`config.mk`:
```
export PLATFORM = sky130hd
export DESIGN_NAME = seg7_scan_ctrl
export DESIGN_NICKNAME = d
export VERILOG_FILES = /design/src/rtl/seg7_pkg.sv /design/src/rtl/bin_to_7seg_decoder.sv /design/src/rtl/seg7_scan_ctrl.sv
export SDC_FILE = /design/constraint.sdc
export NUM_CORES = 1
export LEC_CHECK = 0
export CELL_PAD_IN_SITES_DETAIL_PLACEMENT = 1
export CELL_PAD_IN_SITES_GLOBAL_PLACEMENT = 1
export CORE_MARGIN = 2
export CORE_UTILIZATION = 53
export CTS_BUF_LIST = sky130_fd_sc_hd__clkbuf_16
export CTS_CLUSTER_SIZE = 20
export DETAILED_ROUTE_END_ITERATION = 10
export DONT_BUFFER_PORTS = 1
export PLACE_DENSITY = 0.86
export SLEW_MARGIN = 30
export SYNTH_ARGS = -nofsm -noshare
export SYNTH_HDL_FRONTEND = slang
export SYNTH_SLANG_ARGS = --single-unit
export TNS_END_PERCENT = 5
```
`constraint.sdc`:
```
create_clock -name clk -period 4.3 [get_ports clk]
set_input_delay 0.43 -clock clk [delete_from_list [all_inputs] [get_ports clk]]
set_output_delay 0.43 -clock clk [all_outputs]
set_load 0.005 [all_outputs]
```
`src/rtl/seg7_pkg.sv`:
```
// Shared glyph table, segment bit indices and width helper for the 7-segment scanner.
package seg7_pkg;

    localparam int SEG_A  = 0;
    localparam int SEG_B  = 1;
    localparam int SEG_C  = 2;
    localparam int SEG_D  = 3;
    localparam int SEG_E  = 4;
    localparam int SEG_F  = 5;
    localparam int SEG_G  = 6;
    localparam int SEG_DP = 7;

    // Index 15 first: entry n is the {dp,g,f,e,d,c,b,a} glyph for hex digit n.
    localparam logic [15:0][7:0] HEX_GLYPHS = {
        8'h71, 8'h79, 8'h5E, 8'h39,
        8'h7C, 8'h77, 8'h6F, 8'h7F,
        8'h07, 8'h7D, 8'h6D, 8'h66,
        8'h4F, 8'h5B, 8'h06, 8'h3F
    };

    function automatic int idx_width(input int n);
        return (n > 1) ? $clog2(n) : 1;
    endfunction

endpackage

```
`src/rtl/bin_to_7seg_decoder.sv`:
```
// Hex nibble to {dp,g,f,e,d,c,b,a} active-high glyph, decimal point always off.
module bin_to_7seg_decoder
    import seg7_pkg::*;
(
    input  logic [3:0] bin,
    output logic [7:0] seg
);

    always_comb begin
        seg         = HEX_GLYPHS[bin];
        seg[SEG_DP] = 1'b0;
    end

endmodule

```
`src/rtl/seg7_scan_ctrl.sv`:
```
// Time-multiplexed 7-segment scanner with per-frame value snapshot.
// Optional leading-zero blanking when SEG7_SCAN_LZB_EN is defined.
module seg7_scan_ctrl
    import seg7_pkg::*;
#(
    parameter int NUM_DIGITS   = 4,
    parameter int DWELL_CYCLES = 1024,
    parameter int BLANK_CYCLES = 16
) (
    input  logic                    clk,
    input  logic                    rst_n,
    input  logic                    ena,
    input  logic [4*NUM_DIGITS-1:0] nibbles,
    input  logic [NUM_DIGITS-1:0]   digit_mask,
    input  logic                    restart,
    output logic [7:0]              seg_out,
    output logic [NUM_DIGITS-1:0]   dig_sel,
    output logic                    frame_done
);

    localparam int CW = $clog2(DWELL_CYCLES);
    localparam int IW = idx_width(NUM_DIGITS);
    localparam logic [CW-1:0] CNT_LAST = CW'(DWELL_CYCLES - 1);
    localparam logic [IW-1:0] IDX_LAST = IW'(NUM_DIGITS - 1);

    logic [CW-1:0]           cnt_q, cnt_d;
    logic [IW-1:0]           idx_q, idx_d;
    logic [4*NUM_DIGITS-1:0] shadow_q, shadow_d;
    logic [7:0]              seg_q, seg_d;
    logic [NUM_DIGITS-1:0]   dig_q, dig_d;
    logic                    fd_q, fd_d;

    logic [3:0]            nib;
    logic [NUM_DIGITS-1:0] sel;
    logic [NUM_DIGITS-1:0] lit;
    logic [7:0]            glyph;
    logic                  blank;

    always_comb begin
        nib = 4'h0;
        sel = '0;
        for (int i = 0; i < NUM_DIGITS; i++) begin
            if (idx_q == IW'(i)) begin
                nib    = shadow_q[4*i +: 4];
                sel[i] = 1'b1;
            end
        end
    end

`ifdef SEG7_SCAN_LZB_EN
    logic zero_run;

    // Walk down from the top digit; digit 0 always stays lit.
    always_comb begin
        lit      = digit_mask;
        zero_run = 1'b1;
        for (int i = NUM_DIGITS - 1; i > 0; i--) begin
            zero_run = zero_run & (shadow_q[4*i +: 4] == 4'h0);
            if (zero_run) begin
                lit[i] = 1'b0;
            end
        end
    end
`else
    assign lit = digit_mask;
`endif

    bin_to_7seg_decoder u_dec (
        .bin (nib),
        .seg (glyph)
    );

    assign blank = int'({1'b0, cnt_q}) < BLANK_CYCLES;

    always_comb begin
        cnt_d    = cnt_q;
        idx_d    = idx_q;
        shadow_d = shadow_q;
        seg_d    = seg_q;
        dig_d    = dig_q;
        fd_d     = 1'b0;
        if (restart) begin
            cnt_d    = '0;
            idx_d    = '0;
            shadow_d = nibbles;
            seg_d    = 8'h00;
            dig_d    = '0;
        end else if (ena) begin
            if (blank) begin
                seg_d = 8'h00;
                dig_d = '0;
            end else begin
                dig_d = sel & lit;
                seg_d = (|(sel & lit)) ? glyph : 8'h00;
            end
            if (cnt_q == CNT_LAST) begin
                cnt_d = '0;
                if (idx_q == IDX_LAST) begin
                    idx_d    = '0;
                    shadow_d = nibbles;
                    fd_d     = 1'b1;
                end else begin
                    idx_d = idx_q + 1'b1;
                end
            end else begin
                cnt_d = cnt_q + 1'b1;
            end
        end
    end

    always_ff @(posedge clk or negedge rst_n) begin
        if (!rst_n) begin
            cnt_q    <= '0;
            idx_q    <= '0;
            shadow_q <= '0;
            seg_q    <= 8'h00;
            dig_q    <= '0;
            fd_q     <= 1'b0;
        end else begin
            cnt_q    <= cnt_d;
            idx_q    <= idx_d;
            shadow_q <= shadow_d;
            seg_q    <= seg_d;
            dig_q    <= dig_d;
            fd_q     <= fd_d;
        end
    end

    assign seg_out    = seg_q;
    assign dig_sel    = dig_q;
    assign frame_done = fd_q;

endmodule

```
==> flow_summary.ini, run 1 <==
[sta]
fin_crit_ns = 2.593
skew_ns = 0.004386
final.setup.worst_slack_ns = 1.707
post-route-period-util_pct = 60.31
slew_headroom_pct = 44.32
drv_slew = 0
max_freq_ghz = 0.3856
worst_pin_slew_ns = 0.8321
finalHoldViolCount = 0
rsz0062_at_grt = false
finalSetupTns_ns = 0
setup_viol = 0

[synthesis]
netlist_area_um2 = 2258
synth_top_cell_area_share_pct = 44.32
ys_ff_latch = 40
yosys.cell_types.count = 48
yosysWarningCount = 0
async_flop_share_pct = 100.0
synth-edff-count = 0
avgSynthCellArea_um2 = 11.07
synthCells = 204
yosysSeqAreaShare_pct = 44.32
yosys.area.top_type = dfrtp_1
yosys-top-cells-area = dfrtp_1, mux2_4, ha_1
syn-num-nets = 239
synth_flop_cell = dfrtp_1

[pwr]
peakVddDrop_mv = 0.2175
p_sw_mw = 0.2122
clkPwrFrac_pct = 41.2
internal_power_mw = 0.6541
powerDensity_nw_per_um2 = 359.5
total_power_mw = 0.8663
leakagePower_nw = 1.065
power_frac_comb_pct = 11.9
power_switching_share_pct = 24.50
power_frac_seq_pct = 46.9

[clock_network]
cts_sinks = 40
cts_setup_buffers = 0
cts_made_buffers = 5
cts_max_path_buffers = 2
cts_tree = yes
ctsRootBufferMaster = clkbuf_16
clock_latency_ns = 0.28
cts_resized = 0
htreeDepth = 2
clk_pin_slew_ns = 0.06
hold_buffers = 2

[global_routing]
first_global_vias = 1678
grt-ovfl-total = 0
grt_usage_pct = 23.33
antenna_found_initial = 0
grt_max_degree = 41
grt_pass1_wl_mm = 8.742

[flow_run]
maxCapViolations = 0

[final_layout]
antennaDiodeCount = 0
area_growth_pct = 6.704
nNetsFinal = 237
design_area_um2 = 2410
fill_cells = 432
drive_above_1_share_pct = 17.24

[setup_path]
end_kind = register
critical_path.cell_chain = ha_1, a211oi_1, a211oi_2, inv_1, ha_1, a21oi_1, mux2_2, o21ai_2
crit_path_max_fanout = 15
crit_start = idx_q[0]$_DFFE_PN0P_
crit_top_cell = ha_1
r2r_start = idx_q[0]$_DFFE_PN0P_
crit_path_top_delay_cell = ha_1
crit_arrival_ns = 2.81
crit_path_start_kind = register
required_ns = 4.51
worstSetupPathType = register to register
max_stage_delay_ns = 0.53

[floorplan]
rows = 23
fp.coreArea_um2 = 4058
die_x_um = 69.28
io_pins = 37
die_area_um2 = 4799
die_h_um = 69.28
start_util_pct = 55.66

[placed_design]
hpwlAfterDp_mm = 3.814
dpl_worst_slack_ns = 1.805
gp_congestion = 0.9189
portBuffers = 0
placed_area_um2 = 2238

[detailed_routing]
first_pass_iters = 4
viasPerCell = 6.178
wl_per_cell_um = 20.92
num_vias = 1563
wirelength_mm = 5.294
drtAntennaViolNets = 0
drc = 0
drt_iter0_markers = 87

[status]
status = finished clean

[worst_hold_path]
hold_start = restart
holdCritPathClass = input port to register
==> critical path: cells and delay by family, from the launching register on <==
| family | cells | cell delay [ns] |
|---|---|---|
| adders and majority gates | 2 | 0.88 |
| AOI/OAI and AO/OA | 4 | 0.76 |
| DFF | 1 | 0.41 |
| muxes | 1 | 0.29 |
| buffers and inverters | 1 | 0.19 |
==> power groups by stage <==
stage	sequential, mW	clock, mW	combinational, mW
3_5_place_dp	0.413	0	0.0905
2_1_floorplan	0.407	0	0.0822
4_1_cts	0.407	0.360	0.103
6_report	0.407	0.357	0.103
3_3_place_gp	0.411	0	0.0834
5_1_grt	0.408	0.377	0.113
==> logic make-up (layout without fill, tap and decap cells) <==
| family | after synthesis | in the layout | synth area share [%] |
|---|---|---|---|
| simple gates | 63 | 63 | 15.07 |
| other cells | 1 | 1 | 0.1660 |
| xor+xnor | 8 | 8 | 3.103 |
| buf+inv | 20 | 19 | 5.152 |
| compound gates | 39 | 39 | 13.74 |
| mux | 22 | 22 | 12.35 |
| flops | 40 | 40 | 44.32 |
| fa+ha+maj | 11 | 11 | 6.094 |
==> routing by layer <==
| layer | vias to the layer above | global-route usage (%) | wire (µm) |
|---|---|---|---|
| met1 | 782 | 27.75 | 2200 |
| met2 | 44 | 40.28 | 2708 |
| met4 | 0 | 7.843 | 123 |
| met5 | - | 0 | 0 |
| met3 | 12 | 6.831 | 262 |
| li1 | 725 | - | - |
==> worst paths after layout <==
check,endpoint,slack (ns),depth (start not counted)
max,seg_out[1]$_DFFE_PN0P_,1.71,8
min,cnt_q[8]$_DFFE_PN0P_,0.20,1
max reg2reg,seg_out[1]$_DFFE_PN0P_,1.71,8
min reg2reg,seg_out[3]$_DFFE_PN0P_,0.51,2
max in group asynchronous,shadow_q[11]$_DFFE_PN0P_,3.50,2
min in group asynchronous,cnt_q[9]$_DFFE_PN0P_,0.60,2
==> cell usage in the layout, fill, tap and decap left out, types with 2 or more instances in the layout <==
cell       netlist  routed
a211oi_1         2       2
a21oi_1          8       8
a22oi_1          3       3
a32o_1           4       4
and2b_2          2       2
clkbuf_16        0       5
dfrtp_1         40      40
ha_1            11      11
inv_1            9      11
mux2_2           7       7
mux2_4          10      10
mux2i_1          5       5
nand2_1         22      22
nand3_1          3       3
nand3b_1         2       2
nand4_1          2       2
nor2_1           7       7
nor3_1          10      10
nor3b_1          3       3
o21ai_0          8       8
o21ai_1          2       2
o22ai_1          2       2
or3_1            3       3
xnor2_1          2       2
xor2_1           6       6
==> registers in the layout (all words and copies together), names as in the netlist <==
name / cells
shadow_q: 16
dig_sel: 4
idx_q: 2
cnt_q: 10
frame_done: 1
seg_out: 7
==> cell type report <==
cell class | count | area (µm²) | share of cell area (%)
Clock inverter | 3 | 16.27 | 0.6750
Inverter | 9 | 33.78 | 1.402
Multi-Input combinational cell | 144 | 1141 | 47.35
Clock buffer | 5 | 125.1 | 5.192
Sequential cell | 40 | 1001 | 41.54
Tap cell | 50 | 62.56 | 2.596
Timing Repair Buffer | 2 | 30.03 | 1.246
==> synthesized netlist by cell type, types with 4 or more instances <==
library cell / number
mux2_2: 7
buf_6: 4
mux2_4: 10
inv_1: 9
o21ai_0: 8
nor2_1: 7
a21oi_1: 8
xor2_1: 6
nor3_1: 10
dfrtp_1: 40
nand2_1: 22
ha_1: 11
mux2i_1: 5
a32o_1: 4
==> stage by stage <==
step	util, %	cells	hold WS, ns
after detailed placement	55.17	243	0.1353
after CTS	59.39	253	0.1962
after floorplan	-	204	0.1344
final	59.39	253	0.2017
after global placement	55.17	243	0.1357
after global routing	59.39	253	0.2001
Power figures use the tool's default switching activity.
==> inputs of run 2 (changes only) <==
--- a/config.mk
+++ b/config.mk
@@ -8,12 +8,12 @@
 export CELL_PAD_IN_SITES_DETAIL_PLACEMENT = 1
 export CELL_PAD_IN_SITES_GLOBAL_PLACEMENT = 1
 export CORE_MARGIN = 2
-export CORE_UTILIZATION = 53
+export CORE_UTILIZATION = 49
 export CTS_BUF_LIST = sky130_fd_sc_hd__clkbuf_16
 export CTS_CLUSTER_SIZE = 20
 export DETAILED_ROUTE_END_ITERATION = 10
 export DONT_BUFFER_PORTS = 1
-export PLACE_DENSITY = 0.86
+export PLACE_DENSITY = 0.81
 export SLEW_MARGIN = 30
 export SYNTH_ARGS = -nofsm -noshare
 export SYNTH_HDL_FRONTEND = slang
==> constraint.sdc (replaced) <==
create_clock -name clk -period 2.4 [get_ports clk]
set_input_delay 0.24 -clock clk [delete_from_list [all_inputs] [get_ports clk]]
set_output_delay 0.24 -clock clk [all_outputs]
set_load 0.005 [all_outputs]
==> run 2 against run 1 <==
Effect of this change:
- maximum frequency grew 16%
- design area is 1.6% higher
- first-iteration DRC count down 16%
- register-to-register slack worse by 1.5 ns
- flip-flop and latch count stayed put
- global-route usage down 2.0 points
- sequential share of layout area is 0.66 points lower
- utilization down 3.5 points
- wire length shrank 8.0%
- critical endpoint unchanged
==> flow_summary.ini, run 2 (synthesized netlist as in run 1, its figures left out) <==
[status]
status = finished clean

[setup_path]
crit_path_max_fanout = 10
r2r_start = idx_q[1]$_DFFE_PN0P_
ff2ff_setup_slack_ns = 0.16
crit_arrival_ns = 2.43
r2r-end = seg_out[1]$_DFFE_PN0P_
required_ns = 2.60
end_kind = register
reg2reg_depth = 9
worstSetupPathType = register to register
crit_path_start_kind = register

[sta]
post-route-period-util_pct = 93.15
fin_crit_ns = 2.235
worst_pin_slew_ns = 0.6295
slew_headroom_pct = 57.71
skew_ns = 0.001844
setup_viol = 0
max_freq_ghz = 0.4473
rsz0062_at_grt = true
final.setup.worst_slack_ns = 0.1645
finalHoldViolCount = 0
drv_slew = 0
holdWs_ns = 0.02681

[final_layout]
area_growth_pct = 8.421
antennaDiodeCount = 0
nNetsFinal = 241
drive_above_1_share_pct = 21.84
fill_cells = 470
largest_register_ff_count = 16
layout_commonest_cell = dfrtp_1
seqCellArea_um2 = 1001
largest-register = shadow_q
final_cell_mix = dfrtp_1, nand2_1, inv_1, nor3_1, mux2_4
multiInputGateArea_um2 = 1155

[worst_hold_path]
holdCritPathClass = input port to register
min_path_cells = 1
hold_start = restart
hold-path-endpoint = cnt_q[8]$_DFFE_PN0P_

[detailed_routing]
wirelength_mm = 4.870
drt_iter0_markers = 73
first_pass_iters = 4
wl_per_cell_um = 18.88
num_vias = 1565
drtAntennaViolNets = 0
viasPerCell = 6.066
drc = 0

[global_routing]
antenna_found_initial = 0
grt_pass1_wl_mm = 8.556
grt_usage_pct = 21.37
first_global_vias = 1720
grt_max_degree = 41
grt-ovfl-total = 0

[clock_network]
cts_tree = yes
clock_latency_ns = 0.27
ctsRootBufferMaster = clkbuf_16
cts_sinks = 40
cts_max_path_buffers = 2
htreeDepth = 2
cts_setup_buffers = 0
clk_pin_slew_ns = 0.05
cts_made_buffers = 5

[floorplan]
start_util_pct = 51.51
die_h_um = 71.89
fp.coreArea_um2 = 4384
die_x_um = 71.89
die_area_um2 = 5168
io_pins = 37
rows = 24

[placed_design]
dpl_worst_slack_ns = 0.07087
gp_congestion = 0.8125
portBuffers = 0
hpwlAfterDp_mm = 3.681

[pwr]
peakVddDrop_mv = 0.5071
leakagePower_nw = 1.072
total_power_mw = 1.524
powerDensity_nw_per_um2 = 622.2

[flow_run]
maxCapViolations = 0
[run 2: cell count changes in the layout (fill, tap and decap cells not counted), sizes merged]
cell  previous run  this run
buf              1         5
inv             11        10
[run 2: cell type report]
type	count	area share, %
clock buffers	5	5.110
clock inverters	2	0.3577
inverters	9	1.380
multi-input cells	144	47.16
flip-flops and latches	40	40.88
well taps	52	2.657
repair buffers	6	2.453
[run 2: worst max path at each step]
stage                                    start                     end  slack (ns)  cells after the start
after floorplan           idx_q[0]$_DFFE_PN0P_  seg_out[4]$_DFFE_PN0P_        0.19                      9
after global placement    idx_q[1]$_DFFE_PN0P_  seg_out[1]$_DFFE_PN0P_        0.22                      9
final                     idx_q[1]$_DFFE_PN0P_  seg_out[1]$_DFFE_PN0P_        0.16                      9
after CTS                 idx_q[1]$_DFFE_PN0P_  seg_out[1]$_DFFE_PN0P_        0.03                      9
after global routing      idx_q[1]$_DFFE_PN0P_  seg_out[1]$_DFFE_PN0P_       -0.02                      9
after detailed placement  idx_q[1]$_DFFE_PN0P_  seg_out[1]$_DFFE_PN0P_        0.07                      9
[run 2: repair_timing]
action                                 4_1_cts  5_1_grt
hold buffers                                 2        0
setup endpoints to repair                    0        7
endpoints found under the hold margin       40        0
gates resized for setup                      0        6
[run 2: power breakdown]
group          total (mW)  internal [mW]  switching (mW)
combinational       0.187         0.0925          0.0947
clock               0.610          0.373           0.238
sequential          0.726          0.705          0.0215
total                1.52           1.17           0.354
[run 2: per-layer routing]
layer / vias to the layer above / share of wire, % / track usage, %
li1: 734 / - / -
met1: 782 / 44 / 27.30
met2: 47 / 48 / 34.77
met3: 2 / 6.9 / 7.222
met4: 0 / 0.49 / 6.080
met5: - / 0 / 0
[run 2: critical path, stage by stage, from the launching register on]
cell      delay, ns
dfrtp_1        0.42
inv_1          0.10
ha_2           0.30
a211oi_1       0.12
a211oi_2       0.26
inv_1          0.13
ha_1           0.32
a21oi_1        0.07
mux2_2         0.31
o21ai_2        0.12
[run 2: through the flow]
step	cells	area (µm²)	TNS (ns)	util, %
after floorplan	204	2258	0	-
after detailed placement	249	2271	0	51.80
after global routing	258	2449	-0.04091	55.85
after global placement	249	2271	0	51.80
after CTS	258	2435	0	55.54
final	258	2449	0	55.85
==> inputs of run 3 (changes only) <==
--- a/config.mk
+++ b/config.mk
@@ -8,12 +8,12 @@
 export CELL_PAD_IN_SITES_DETAIL_PLACEMENT = 1
 export CELL_PAD_IN_SITES_GLOBAL_PLACEMENT = 1
 export CORE_MARGIN = 2
-export CORE_UTILIZATION = 49
+export CORE_UTILIZATION = 30
 export CTS_BUF_LIST = sky130_fd_sc_hd__clkbuf_16
 export CTS_CLUSTER_SIZE = 20
 export DETAILED_ROUTE_END_ITERATION = 10
 export DONT_BUFFER_PORTS = 1
-export PLACE_DENSITY = 0.81
+export PLACE_DENSITY = 0.55
 export SLEW_MARGIN = 30
 export SYNTH_ARGS = -nofsm -noshare
 export SYNTH_HDL_FRONTEND = slang
==> run 3 against run 2 <==
Effect of this change:
- maximum frequency is 1.8% higher
- flip-flop and latch count did not move
- setup slack improved by 0.040 ns
- largest power group is now clock
- global-route usage decreased by 8.6 points
- non-clock buffer count up 2
- sequential share of layout area decreased by 1.7 points
- clock power up 22%
- design area rose by 4.4%
- first-iteration DRC count is 55% lower
- highest routed layer unchanged
==> flow_summary.ini, run 3 (synthesized netlist as in run 1, its figures left out) <==
[status]
status = finished clean

[final_layout]
largest-register = shadow_q
nNetsFinal = 243
fill_cells = 808
antennaDiodeCount = 0
largest_register_ff_count = 16
final_cell_mix = dfrtp_1, nand2_1, inv_1, nor3_1, mux2_4
area_growth_pct = 13.24
layout_commonest_cell = dfrtp_1
drive_above_1_share_pct = 21.53

[worst_hold_path]
hold_start = restart
holdCritPathClass = input port to register
min_path_cells = 1
hold-path-endpoint = cnt_q[8]$_DFFE_PN0P_

[clock_network]
htreeDepth = 2
clock_latency_ns = 0.28
cts_setup_buffers = 0
cts_tree = yes
cts_sinks = 40
ctsRootBufferMaster = clkbuf_16
cts_max_path_buffers = 2
cts_made_buffers = 5
clk_pin_slew_ns = 0.06

[global_routing]
grt-ovfl-total = 0
grt_pass1_wl_mm = 8.480
grt_max_degree = 41
grt_usage_pct = 12.74
antenna_found_initial = 0
first_global_vias = 1609

[placed_design]
portBuffers = 0
hpwlAfterDp_mm = 3.708
gp_congestion = 0.7746
dpl_worst_slack_ns = 0.1371

[sta]
skew_ns = 0.007743
drv_slew = 0
rsz0062_at_grt = false
setup_viol = 0
slew_headroom_pct = 63.40
max_freq_ghz = 0.4554
final.setup.worst_slack_ns = 0.2043
post-route-period-util_pct = 91.49
finalHoldViolCount = 0
fin_crit_ns = 2.196
finalSetupTns_ns = 0
holdWs_ns = 0.01443
worst_pin_slew_ns = 0.5448

[detailed_routing]
viasPerCell = 4.997
wl_per_cell_um = 15.91
drtAntennaViolNets = 0
drc = 0
top_layer = met4
drt-met1-wl_mm = 2.525
wirelength_mm = 4.901
first_pass_iters = 4
num_vias = 1539
wl_met2_mm = 2.005
drt_iter0_markers = 33
met3_length_um = 348

[setup_path]
critPathBufInv = 2
crit_path_start_kind = register
reg2reg_depth = 9
critical_path.cell_chain = inv_1, ha_1, a211oi_1, a211oi_2, inv_1, ha_1, or3_1, o21ai_0, o21ai_1
r2r_start = idx_q[0]$_DFFE_PN0P_
required_ns = 2.56
crit_path_max_fanout = 9
crit_family = compound AO/OA/AOI/OAI gates
crit_start = idx_q[0]$_DFFE_PN0P_
crit_path_top_delay_cell = dfrtp_1
crit_arrival_ns = 2.35
ff2ff_setup_slack_ns = 0.20
end_kind = register
r2r-end = seg_out[4]$_DFFE_PN0P_
max_stage_delay_ns = 0.42
worstSetupPathType = register to register

[floorplan]
io_pins = 37
die_h_um = 90.77
fp.coreArea_um2 = 7253
die_area_um2 = 8238
rows = 31
die_x_um = 90.77
start_util_pct = 31.14

[pwr]
peakVddDrop_mv = 0.2553
leakagePower_nw = 1.105
powerDensity_nw_per_um2 = 649.5

[flow_run]
maxCapViolations = 0
==> run 3: cell count changes in the layout (fill, tap and decap cells not counted), sizes merged <==
| cell | change |
|---|---|
| buf | +2 |
| bufinv | +1 |
==> run 3: report_power, final <==
group	switching, mW	internal, mW	total [mW]
Clock	0.262	0.485	0.747
Sequential	0.0221	0.704	0.726
Combinational	0.0913	0.0961	0.187
==> run 3: worst max-delay path by stage <==
stage	to	cells after the start	slack, ns
2_1_floorplan	seg_out[4]$_DFFE_PN0P_	9	0.19
6_report	seg_out[4]$_DFFE_PN0P_	9	0.20
3_5_place_dp	seg_out[4]$_DFFE_PN0P_	9	0.14
4_1_cts	seg_out[4]$_DFFE_PN0P_	9	0.11
3_3_place_gp	seg_out[4]$_DFFE_PN0P_	9	0.20
5_1_grt	seg_out[4]$_DFFE_PN0P_	9	0.02
==> run 3: area by class of cell <==
| cell class | instances | area (µm²) | area share [%] |
|---|---|---|---|
| clock buffers | 5 | 125.1 | 4.892 |
| clock inverters | 3 | 38.79 | 1.517 |
| inverters | 9 | 33.78 | 1.321 |
| multi-input cells | 144 | 1147 | 44.86 |
| flip-flops and latches | 40 | 1001 | 39.14 |
| well taps | 99 | 123.9 | 4.843 |
| repair buffers | 8 | 87.58 | 3.425 |
==> run 3: timing repair <==
action,CTS,global route
hold buffers,2,0
gates resized for setup,0,3
endpoints found under the hold margin,40,0
setup endpoints to repair,0,4
==> run 3: per-layer routing <==
metal / global-route usage, % / up-vias
met5: 0 / -
li1: - / 742
met3: 4.925 / 2
met2: 17.79 / 38
met4: 2.308 / 0
met1: 18.67 / 757
==> run 3: stage by stage <==
stage                     cell area (µm²)  power (mW)  utilization [%]  instances
final                                2557       1.661            35.26        308
after global routing                 2557       1.737            35.26        308
after CTS                            2551       1.692            35.17        308
after detailed placement             2357      0.9093            32.50        298
after global placement               2357      0.9068            32.50        298
after floorplan                      2258      0.8758                -        204
